--- src/rtl/cache_req_issuer_pkg.sv ---
// Shared definitions for the cache request issuer.
//   ADDRESSLENGTH / DATALENGTH : default bus widths
//   state_t                    : issuer FSM states
//   req_t                      : one buffered CPU request (we, addr, wdata)
package cache_pkg;

    localparam int ADDRESSLENGTH = 16;
    localparam int DATALENGTH    = 32;

    typedef enum logic [1:0] {
        IDLE  = 2'd0,
        ISSUE = 2'd1,
        RESP  = 2'd2
    } state_t;

    // The request struct fixes its field widths to the package constants,
    // so instances keep ADDRESSLENGTH/DATALENGTH at these defaults.
    typedef struct packed {
        logic                     we;
        logic [ADDRESSLENGTH-1:0] addr;
        logic [DATALENGTH-1:0]    wdata;
    } req_t;

endpackage

--- src/rtl/cache_req_issuer_if.sv ---
// Bundle of every non-clock signal of cache_req_issuer.
//   req_*      : CPU request handshake (valid/ready, we, addr, wdata)
//   rsp_*      : response handshake (valid/ready, we, rdata, err)
//   mem_*      : level interface to cache_controller (re/we/addr/wdata in,
//                rdata/ready pulse back)
//   fifo_count : occupancy of the request FIFO
// Modport slave is the issuer's view; modport master is its environment.
interface cache_req_issuer_if
    import cache_pkg::*;
#(
    parameter int ADDRESSLENGTH = cache_pkg::ADDRESSLENGTH,
    parameter int DATALENGTH    = cache_pkg::DATALENGTH,
    parameter int DEPTH         = 4
);
    localparam int COUNT_W = $clog2(DEPTH) + 1;

    logic                     req_valid;
    logic                     req_ready;
    logic                     req_we;
    logic [ADDRESSLENGTH-1:0] req_addr;
    logic [DATALENGTH-1:0]    req_wdata;

    logic                     rsp_valid;
    logic                     rsp_ready;
    logic                     rsp_we;
    logic [DATALENGTH-1:0]    rsp_rdata;
    logic                     rsp_err;

    logic                     mem_re;
    logic                     mem_we;
    logic [ADDRESSLENGTH-1:0] mem_addr;
    logic [DATALENGTH-1:0]    mem_wdata;
    logic [DATALENGTH-1:0]    mem_rdata;
    logic                     mem_ready;

    logic [COUNT_W-1:0]       fifo_count;

    modport slave (
        input  req_valid, req_we, req_addr, req_wdata,
        input  rsp_ready,
        input  mem_rdata, mem_ready,
        output req_ready,
        output rsp_valid, rsp_we, rsp_rdata, rsp_err,
        output mem_re, mem_we, mem_addr, mem_wdata,
        output fifo_count
    );

    modport master (
        output req_valid, req_we, req_addr, req_wdata,
        output rsp_ready,
        output mem_rdata, mem_ready,
        input  req_ready,
        input  rsp_valid, rsp_we, rsp_rdata, rsp_err,
        input  mem_re, mem_we, mem_addr, mem_wdata,
        input  fifo_count
    );

endinterface

--- src/rtl/cache_req_issuer_fifo.sv ---
// req_fifo: synchronous FIFO of req_t entries.
//   clk, reset : clock, asynchronous active-high reset (empties the FIFO)
//   push       : write push_data (ignored when full)
//   pop        : advance past head (ignored when empty)
//   head       : oldest entry, valid while !empty
//   full/empty : derived from registered pointers only
//   count      : number of occupied entries
// Pointers carry one extra wrap bit: equal pointers mean empty, equal low
// bits with differing wrap bits mean full.
module req_fifo
    import cache_pkg::*;
#(
    parameter  int DEPTH = 4,
    localparam int AW    = $clog2(DEPTH),
    localparam int PW    = AW + 1
) (
    input  logic          clk,
    input  logic          reset,
    input  logic          push,
    input  req_t          push_data,
    input  logic          pop,
    output req_t          head,
    output logic          full,
    output logic          empty,
    output logic [PW-1:0] count
);

    logic [PW-1:0] wr_ptr;
    logic [PW-1:0] rd_ptr;
    req_t          mem [DEPTH];

    logic do_push;
    logic do_pop;

    assign full    = (wr_ptr[AW] != rd_ptr[AW]) && (wr_ptr[AW-1:0] == rd_ptr[AW-1:0]);
    assign empty   = (wr_ptr == rd_ptr);
    assign count   = wr_ptr - rd_ptr;
    assign do_push = push && !full;
    assign do_pop  = pop && !empty;
    assign head    = mem[rd_ptr[AW-1:0]];

    // NOTE: sequential state uses non-blocking assignments so every register
    // samples pre-edge values regardless of block ordering.
    always_ff @(posedge clk or posedge reset) begin
        if (reset) begin
            wr_ptr <= '0;
            rd_ptr <= '0;
        end else begin
            if (do_push) wr_ptr <= wr_ptr + 1'b1;
            if (do_pop)  rd_ptr <= rd_ptr + 1'b1;
        end
    end

    // NOTE: storage is deliberately not reset; an entry is only ever read
    // after it has been written, and the pointers alone define validity.
    always_ff @(posedge clk) begin
        if (do_push) mem[wr_ptr[AW-1:0]] <= push_data;
    end

endmodule

--- src/rtl/cache_req_issuer.sv ---
// cache_req_issuer: upstream stage of cache_controller.
//   clk   : single clock, rising edge
//   reset : asynchronous, active-high; drops any in-flight request
//   bus   : cache_req_issuer_if.slave
//           req_*  -> buffered in req_fifo (DEPTH entries)
//           mem_*  <- one request at a time, held until the mem_ready pulse
//           rsp_*  -> result of each request, held until rsp_ready
// A watchdog aborts a request after TIMEOUT ISSUE cycles without mem_ready
// and answers it with rsp_err=1.
module cache_req_issuer
    import cache_pkg::*;
#(
    parameter int ADDRESSLENGTH = cache_pkg::ADDRESSLENGTH,
    parameter int DATALENGTH    = cache_pkg::DATALENGTH,
    parameter int DEPTH         = 4,
    parameter int TIMEOUT       = 64
) (
    input  logic              clk,
    input  logic              reset,
    cache_req_issuer_if.slave bus
);

    localparam int                WD_W    = $clog2(TIMEOUT);
    localparam logic [WD_W-1:0]   WD_LAST = WD_W'(TIMEOUT - 1);
    localparam int                COUNT_W = $clog2(DEPTH) + 1;

    // ---------------------------------------------------------------
    // Request FIFO
    // ---------------------------------------------------------------
    req_t               fifo_in;
    req_t               fifo_head;
    logic               fifo_full;
    logic               fifo_empty;
    logic               fifo_pop;
    logic [COUNT_W-1:0] fifo_cnt;

    assign fifo_in = '{we: bus.req_we, addr: bus.req_addr, wdata: bus.req_wdata};

    req_fifo #(.DEPTH(DEPTH)) u_fifo (
        .clk       (clk),
        .reset     (reset),
        .push      (bus.req_valid),
        .push_data (fifo_in),
        .pop       (fifo_pop),
        .head      (fifo_head),
        .full      (fifo_full),
        .empty     (fifo_empty),
        .count     (fifo_cnt)
    );

    // req_ready comes from registered pointers only, so a full FIFO never
    // accepts even when a pop happens in the same cycle. It is held low while
    // reset is asserted.
    assign bus.req_ready  = !fifo_full && !reset;
    assign bus.fifo_count = fifo_cnt;

    // ---------------------------------------------------------------
    // Issuer FSM, issue registers, watchdog and response registers
    // ---------------------------------------------------------------
    state_t                state,      state_nxt;
    req_t                  iss,        iss_nxt;
    logic [WD_W-1:0]       wdog,       wdog_nxt;
    logic                  rsp_we_q,   rsp_we_nxt;
    logic                  rsp_err_q,  rsp_err_nxt;
    logic [DATALENGTH-1:0] rsp_rdata_q, rsp_rdata_nxt;

    always_ff @(posedge clk or posedge reset) begin
        if (reset) begin
            state       <= IDLE;
            iss         <= '0;
            wdog        <= '0;
            rsp_we_q    <= 1'b0;
            rsp_err_q   <= 1'b0;
            rsp_rdata_q <= '0;
        end else begin
            state       <= state_nxt;
            iss         <= iss_nxt;
            wdog        <= wdog_nxt;
            rsp_we_q    <= rsp_we_nxt;
            rsp_err_q   <= rsp_err_nxt;
            rsp_rdata_q <= rsp_rdata_nxt;
        end
    end

    // NOTE: every signal written here gets a default first, so no path can
    // leave one unassigned and infer a latch.
    always_comb begin
        state_nxt     = state;
        iss_nxt       = iss;
        wdog_nxt      = wdog;
        rsp_we_nxt    = rsp_we_q;
        rsp_err_nxt   = rsp_err_q;
        rsp_rdata_nxt = rsp_rdata_q;
        fifo_pop      = 1'b0;

        case (state)
            IDLE: begin
                if (!fifo_empty) begin
                    fifo_pop  = 1'b1;
                    iss_nxt   = fifo_head;
                    wdog_nxt  = '0;
                    state_nxt = ISSUE;
                end
            end

            ISSUE: begin
                // mem_ready takes priority over a simultaneous timeout.
                if (bus.mem_ready) begin
                    rsp_we_nxt    = iss.we;
                    rsp_err_nxt   = 1'b0;
                    rsp_rdata_nxt = iss.we ? '0 : bus.mem_rdata;
                    state_nxt     = RESP;
                end else if (wdog == WD_LAST) begin
                    rsp_we_nxt    = iss.we;
                    rsp_err_nxt   = 1'b1;
                    rsp_rdata_nxt = '0;
                    state_nxt     = RESP;
                end else begin
                    wdog_nxt = wdog + 1'b1;
                end
            end

            RESP: begin
                if (bus.rsp_ready) state_nxt = IDLE;
            end

            default: state_nxt = IDLE;
        endcase
    end

    // Strobes are masked in the mem_ready cycle: the controller is back in
    // its IDLE that cycle and would otherwise launch the request again.
    // Because state resets asynchronously, the strobes also drop at once.
    assign bus.mem_re    = (state == ISSUE) && !iss.we && !bus.mem_ready;
    assign bus.mem_we    = (state == ISSUE) &&  iss.we && !bus.mem_ready;
    assign bus.mem_addr  = ADDRESSLENGTH'(iss.addr);
    assign bus.mem_wdata = DATALENGTH'(iss.wdata);

    assign bus.rsp_valid = (state == RESP);
    assign bus.rsp_we    = rsp_we_q;
    assign bus.rsp_err   = rsp_err_q;
    assign bus.rsp_rdata = rsp_rdata_q;

endmodule
--- src/flat_wrapper.sv ---
// flat-port wrapper written by rule: the top's interface ports become plain ports
module cache_req_issuer_flat import cache_pkg::*;
#(
    parameter int ADDRESSLENGTH = cache_pkg::ADDRESSLENGTH,
    parameter int DATALENGTH    = cache_pkg::DATALENGTH,
    parameter int DEPTH         = 4,
    parameter int TIMEOUT       = 64
)
  (clk, reset, bus_req_valid, bus_req_we, bus_req_addr, bus_req_wdata, bus_rsp_ready, bus_mem_rdata, bus_mem_ready, bus_req_ready, bus_rsp_valid, bus_rsp_we, bus_rsp_rdata, bus_rsp_err, bus_mem_re, bus_mem_we, bus_mem_addr, bus_mem_wdata, bus_fifo_count);
  cache_req_issuer_if #(.ADDRESSLENGTH(ADDRESSLENGTH), .DATALENGTH(DATALENGTH), .DEPTH(DEPTH)) bus_i ();
  input  logic clk;
  input  logic reset;
  input wire logic [$bits(bus_i.req_valid)-1:0] bus_req_valid;
  input wire logic [$bits(bus_i.req_we)-1:0] bus_req_we;
  input wire logic [$bits(bus_i.req_addr)-1:0] bus_req_addr;
  input wire logic [$bits(bus_i.req_wdata)-1:0] bus_req_wdata;
  input wire logic [$bits(bus_i.rsp_ready)-1:0] bus_rsp_ready;
  input wire logic [$bits(bus_i.mem_rdata)-1:0] bus_mem_rdata;
  input wire logic [$bits(bus_i.mem_ready)-1:0] bus_mem_ready;
  output wire logic [$bits(bus_i.req_ready)-1:0] bus_req_ready;
  output wire logic [$bits(bus_i.rsp_valid)-1:0] bus_rsp_valid;
  output wire logic [$bits(bus_i.rsp_we)-1:0] bus_rsp_we;
  output wire logic [$bits(bus_i.rsp_rdata)-1:0] bus_rsp_rdata;
  output wire logic [$bits(bus_i.rsp_err)-1:0] bus_rsp_err;
  output wire logic [$bits(bus_i.mem_re)-1:0] bus_mem_re;
  output wire logic [$bits(bus_i.mem_we)-1:0] bus_mem_we;
  output wire logic [$bits(bus_i.mem_addr)-1:0] bus_mem_addr;
  output wire logic [$bits(bus_i.mem_wdata)-1:0] bus_mem_wdata;
  output wire logic [$bits(bus_i.fifo_count)-1:0] bus_fifo_count;
  assign bus_i.req_valid = bus_req_valid;
  assign bus_i.req_we = bus_req_we;
  assign bus_i.req_addr = bus_req_addr;
  assign bus_i.req_wdata = bus_req_wdata;
  assign bus_i.rsp_ready = bus_rsp_ready;
  assign bus_i.mem_rdata = bus_mem_rdata;
  assign bus_i.mem_ready = bus_mem_ready;
  assign bus_req_ready = bus_i.req_ready;
  assign bus_rsp_valid = bus_i.rsp_valid;
  assign bus_rsp_we = bus_i.rsp_we;
  assign bus_rsp_rdata = bus_i.rsp_rdata;
  assign bus_rsp_err = bus_i.rsp_err;
  assign bus_mem_re = bus_i.mem_re;
  assign bus_mem_we = bus_i.mem_we;
  assign bus_mem_addr = bus_i.mem_addr;
  assign bus_mem_wdata = bus_i.mem_wdata;
  assign bus_fifo_count = bus_i.fifo_count;
  cache_req_issuer #(.ADDRESSLENGTH(ADDRESSLENGTH), .DATALENGTH(DATALENGTH), .DEPTH(DEPTH), .TIMEOUT(TIMEOUT)) u_core (.clk(clk), .reset(reset), .bus(bus_i));
endmodule
--- config.mk ---
export PLATFORM = sky130hd
export DESIGN_NAME = cache_req_issuer_flat
export DESIGN_NICKNAME = d
export VERILOG_FILES = /design/src/rtl/cache_req_issuer_pkg.sv /design/src/rtl/cache_req_issuer_if.sv /design/src/rtl/cache_req_issuer_fifo.sv /design/src/rtl/cache_req_issuer.sv /design/src/flat_wrapper.sv
export SDC_FILE = /design/constraint.sdc
export NUM_CORES = 1
export LEC_CHECK = 0
export ABC_AREA = 1
export BUFFER_PORTS_ARGS = -buffer_cell sky130_fd_sc_hd__buf_2
export CORE_ASPECT_RATIO = 0.7
export CORE_UTILIZATION = 55
export CTS_BUF_LIST = sky130_fd_sc_hd__clkbuf_4
export CTS_CLUSTER_DIAMETER = 30
export DETAILED_ROUTE_END_ITERATION = 16
export GPL_ROUTABILITY_DRIVEN = 0
export PLACE_DENSITY_LB_ADDON = 0.12
export SETUP_SLACK_MARGIN = 0.3
export SLEW_MARGIN = 10
export SYNTH_ARGS = -nofsm -noshare
export SYNTH_HDL_FRONTEND = slang
export SYNTH_SLANG_ARGS = --single-unit
--- constraint.sdc ---
create_clock -name clk -period 11.04 [get_ports clk]
set_clock_uncertainty 0.2 [all_clocks]
set_input_delay 2.208 -clock clk [delete_from_list [all_inputs] [get_ports clk]]
set_output_delay 2.208 -clock clk [all_outputs]
set_load 0.005 [all_outputs]
==> results.sh <==
export IMPL_yosys_top_cells_count="270 x nand2_1, 196 x edfxtp_1, 118 x nor2_1, 97 x dfrtp_1, 97 x o21ai_0"
export IMPL_die_width_um=176
export IMPL_cts_root_buf="clkbuf_4"
export IMPL_htree_levels=3
export IMPL_synth_top_cell_area_share_pct=50.5
export IMPL_synth_most_common_cell="nand2_1"
export IMPL_cts_made_buffers=70
export IMPL_cp_start_kind="flip-flop"
export IMPL_clock_latency_ns=0.67
export IMPL_track_usage_pct=21.6
export IMPL_multi_input_area_um2=2640
export IMPL_clockBufferDepth=3
export IMPL_die_area_um2=21800
export IMPL_rows=44
export IMPL_post_cts_resize_count=0
export IMPL_clk_pin_slew_ns=0.06
export IMPL_cts_tree="done"
export IMPL_async_reset_ff_share_pct=33.1
export IMPL_coreArea_um2=20800
export IMPL_cp_slowest_cell="dfrtp_2"
export IMPL_fin_crit_sh_pct=51.0
export IMPL_fp_dieH_um=124
export IMPL_hpwl_um=12800
export IMPL_critPathMaxStageDelay_ns=1.05
export IMPL_fmax_ghz=0.177
export IMPL_grt_pass1_wl_um=36000
export IMPL_hold_buffers=0
export IMPL_p_leak_nw=5.74
export IMPL_worst_slack_ns=5.41
export IMPL_drt_initial_drc_count=502
export IMPL_min_period_ns=5.63
export IMPL_maxSlewHeadroom_pct=24.4
export IMPL_synth_yosys_seq_area_share_pct=71.3
export IMPL_num_vias=7485
export IMPL_drive_gt1_share_pct=27.1
export IMPL_grt_overflow_total=0
export IMPL_avgSynthCellArea_um2=11.8
export IMPL_wire_per_inst_um=15.6
export IMPL_pre_cts_slack_ns=5.88
export IMPL_antenna_found_initial=3
export IMPL_final_core_util_pct=63.9
export IMPL_n_fill_cell=1670
export IMPL_hold_class="flip-flop to flip-flop"
export IMPL_ys_flop_type="edfxtp_1"
export IMPL_nets=1243
export IMPL_regArea_um2=8320
export IMPL_yosysUniqueCellTypes=27
export IMPL_crit_family="flip-flops"
export IMPL_crit_buf_inv=3
export IMPL_worstMarginPinSlew_ns=1.13
export IMPL_drtPass1Iterations=5
export IMPL_status="finished, final reports clean"
export IMPL_synth_cells=991
export IMPL_finalSetupTns_ns=0
export IMPL_cp_max_fo=52
export IMPL_end_kind="output port"
export IMPL_cp_arrival_ns=3.23
export IMPL_path_class="flip-flop to output port"
export IMPL_maxCapViolations=0
export IMPL_max_vdd_ir_drop_uv=142
export IMPL_synth_seq_cells=293
export IMPL_synth_area_leader_cell="edfxtp_1"
export IMPL_setup_viol=0
export IMPL_ant_nets=0
export IMPL_crit_required_ns=8.63
export IMPL_synth_area_um2=11700
export IMPL_area_growth_pct=13.7
export IMPL_synth_edf_count=196
export IMPL_grt_pass1_vias=7033
export IMPL_vias_per_cell=5.05
export IMPL_drt_wl_total_um=23100
export IMPL_drc_errors=0
export IMPL_cp_cell_sequence="inv_2 > ha_1 > nand2_1 > inv_1 > a21oi_1 > buf_2"
export IMPL_initial_core_util_pct=56.2
export IMPL_grt_max_degree=102
export IMPL_hold_viol=0
export IMPL_slew_violations=0
export IMPL_cts_setup_buffers=0
export IMPL_clkSinkCount=293
export IMPL_power_density_nw_per_um2=284
export IMPL_ios=175
export IMPL_synth_fp_nets=1086
export IMPL_io_buffers=174
export IMPL_yosysWarnings=0
export IMPL_grt_setup_unrepaired="no"
export IMPL_synth_area_leaders="edfxtp_1 50%, dfrtp_1 21%, nand2_1 8.7%, o21ai_0 4.2%, nor2_1 3.8%"
## where the power goes
group          total [mW]  internal (mW)  switching [mW]  leakage, nW
clock network       0.890          0.478           0.412        0.553
logic                1.17          0.401           0.765         2.17
registers            1.70           1.51           0.190         3.01
total                3.76           2.39            1.37         5.74
## cell type report
type / instances / share of cell area, %
timing repair buffer: 180 / 6.91
clock inverter: 17 / 0.736
clock buffer: 110 / 6.23
sequential: 293 / 62.8
antenna: 2 / 0.0378
inverter: 25 / 0.784
tap: 276 / 2.61
multi-input combinational: 578 / 19.9
## layer usage
layer / track usage, % / wire [um]
met1: 30.2 / 10900
met2: 33.1 / 10700
met3: 5.80 / 1240
met4: 7.23 / 286
met5: 0 / 23
## worst paths after layout
path                                     startpoint                  endpoint  slack, ns  cells after the start
hold / removal             u_core.bus.rsp_rdata[18]  u_core.bus.rsp_rdata[18]       0.26                      2
min in group asynchronous                     reset  u_core.bus.mem_wdata[24]       1.33                      2
setup reg to reg            u_core.u_fifo.rd_ptr[1]   u_core.u_fifo.mem[3][2]       6.73                      8
setup / recovery            u_core.u_fifo.rd_ptr[1]             bus_req_ready       5.41                      6
hold reg to reg            u_core.bus.rsp_rdata[18]  u_core.bus.rsp_rdata[18]       0.26                      2
max in group asynchronous                     reset   u_core.u_fifo.rd_ptr[0]       8.00                      3
## per-stage QoR
stage,hold WS (ns),cells,total power [mW],instance area [um^2]
after CTS,0.268,1479,3.81,13200
after detailed placement,0.253,1352,2.91,12300
final,0.263,1481,3.76,13300
after floorplan,0.250,991,2.61,11700
after global placement,0.249,1352,2.88,12300
after global routing,0.294,1479,4.05,13200
## worst register-to-register path, delay by kind of cell (launching register included)
family	cells	cell delay [ns]
adder cells (fa/ha/maj)	1	0.49
AND/OR/NAND/NOR	4	0.94
buffers and inverters	3	1.26
flip-flops	1	1.05
## cells in the final DEF, fill, tap and decap left out, types with 2 or more instances in the layout
| master | count |
|---|---|
| nand2_1 | 270 |
| edfxtp_1 | 196 |
| buf_2 | 174 |
| nor2_1 | 114 |
| clkbuf_4 | 110 |
| o21ai_0 | 97 |
| dfrtp_1 | 95 |
| o22ai_1 | 48 |
| inv_1 | 17 |
| clkinv_1 | 10 |
| nand2_2 | 9 |
| inv_2 | 8 |
| o21ai_1 | 8 |
| ha_1 | 8 |
| nor2_4 | 7 |
| buf_4 | 6 |
| nand3_1 | 5 |
| inv_4 | 4 |
| xor2_1 | 3 |
| a21oi_1 | 3 |
| diode_2 | 2 |
| clkinvlp_4 | 2 |
## state kept, by name, summed over array words and instances (netlist names)
name                  flops
u_core.bus.mem_addr      16
u_core.bus.mem_wdata     32
u_core.bus.rsp_err        1
u_core.bus.rsp_rdata     32
u_core.bus.rsp_we         1
u_core.iss                1
u_core.state              2
u_core.u_fifo.mem       196
u_core.u_fifo.rd_ptr      3
u_core.u_fifo.wr_ptr      3
u_core.wdog               6
## cells by family after synthesis
| kind of cell | after synthesis | synth area share [%] |
|---|---|---|
| XOR/XNOR | 3 | 0.225 |
| AND/OR/NAND/NOR | 408 | 13.8 |
| adder cells (fa/ha/maj) | 9 | 1.03 |
| AO/OA/AOI/OAI | 158 | 7.34 |
| buffers and inverters | 120 | 6.27 |
| flip-flops | 293 | 71.3 |
Note: power is estimated with default switching activity, not from simulation.
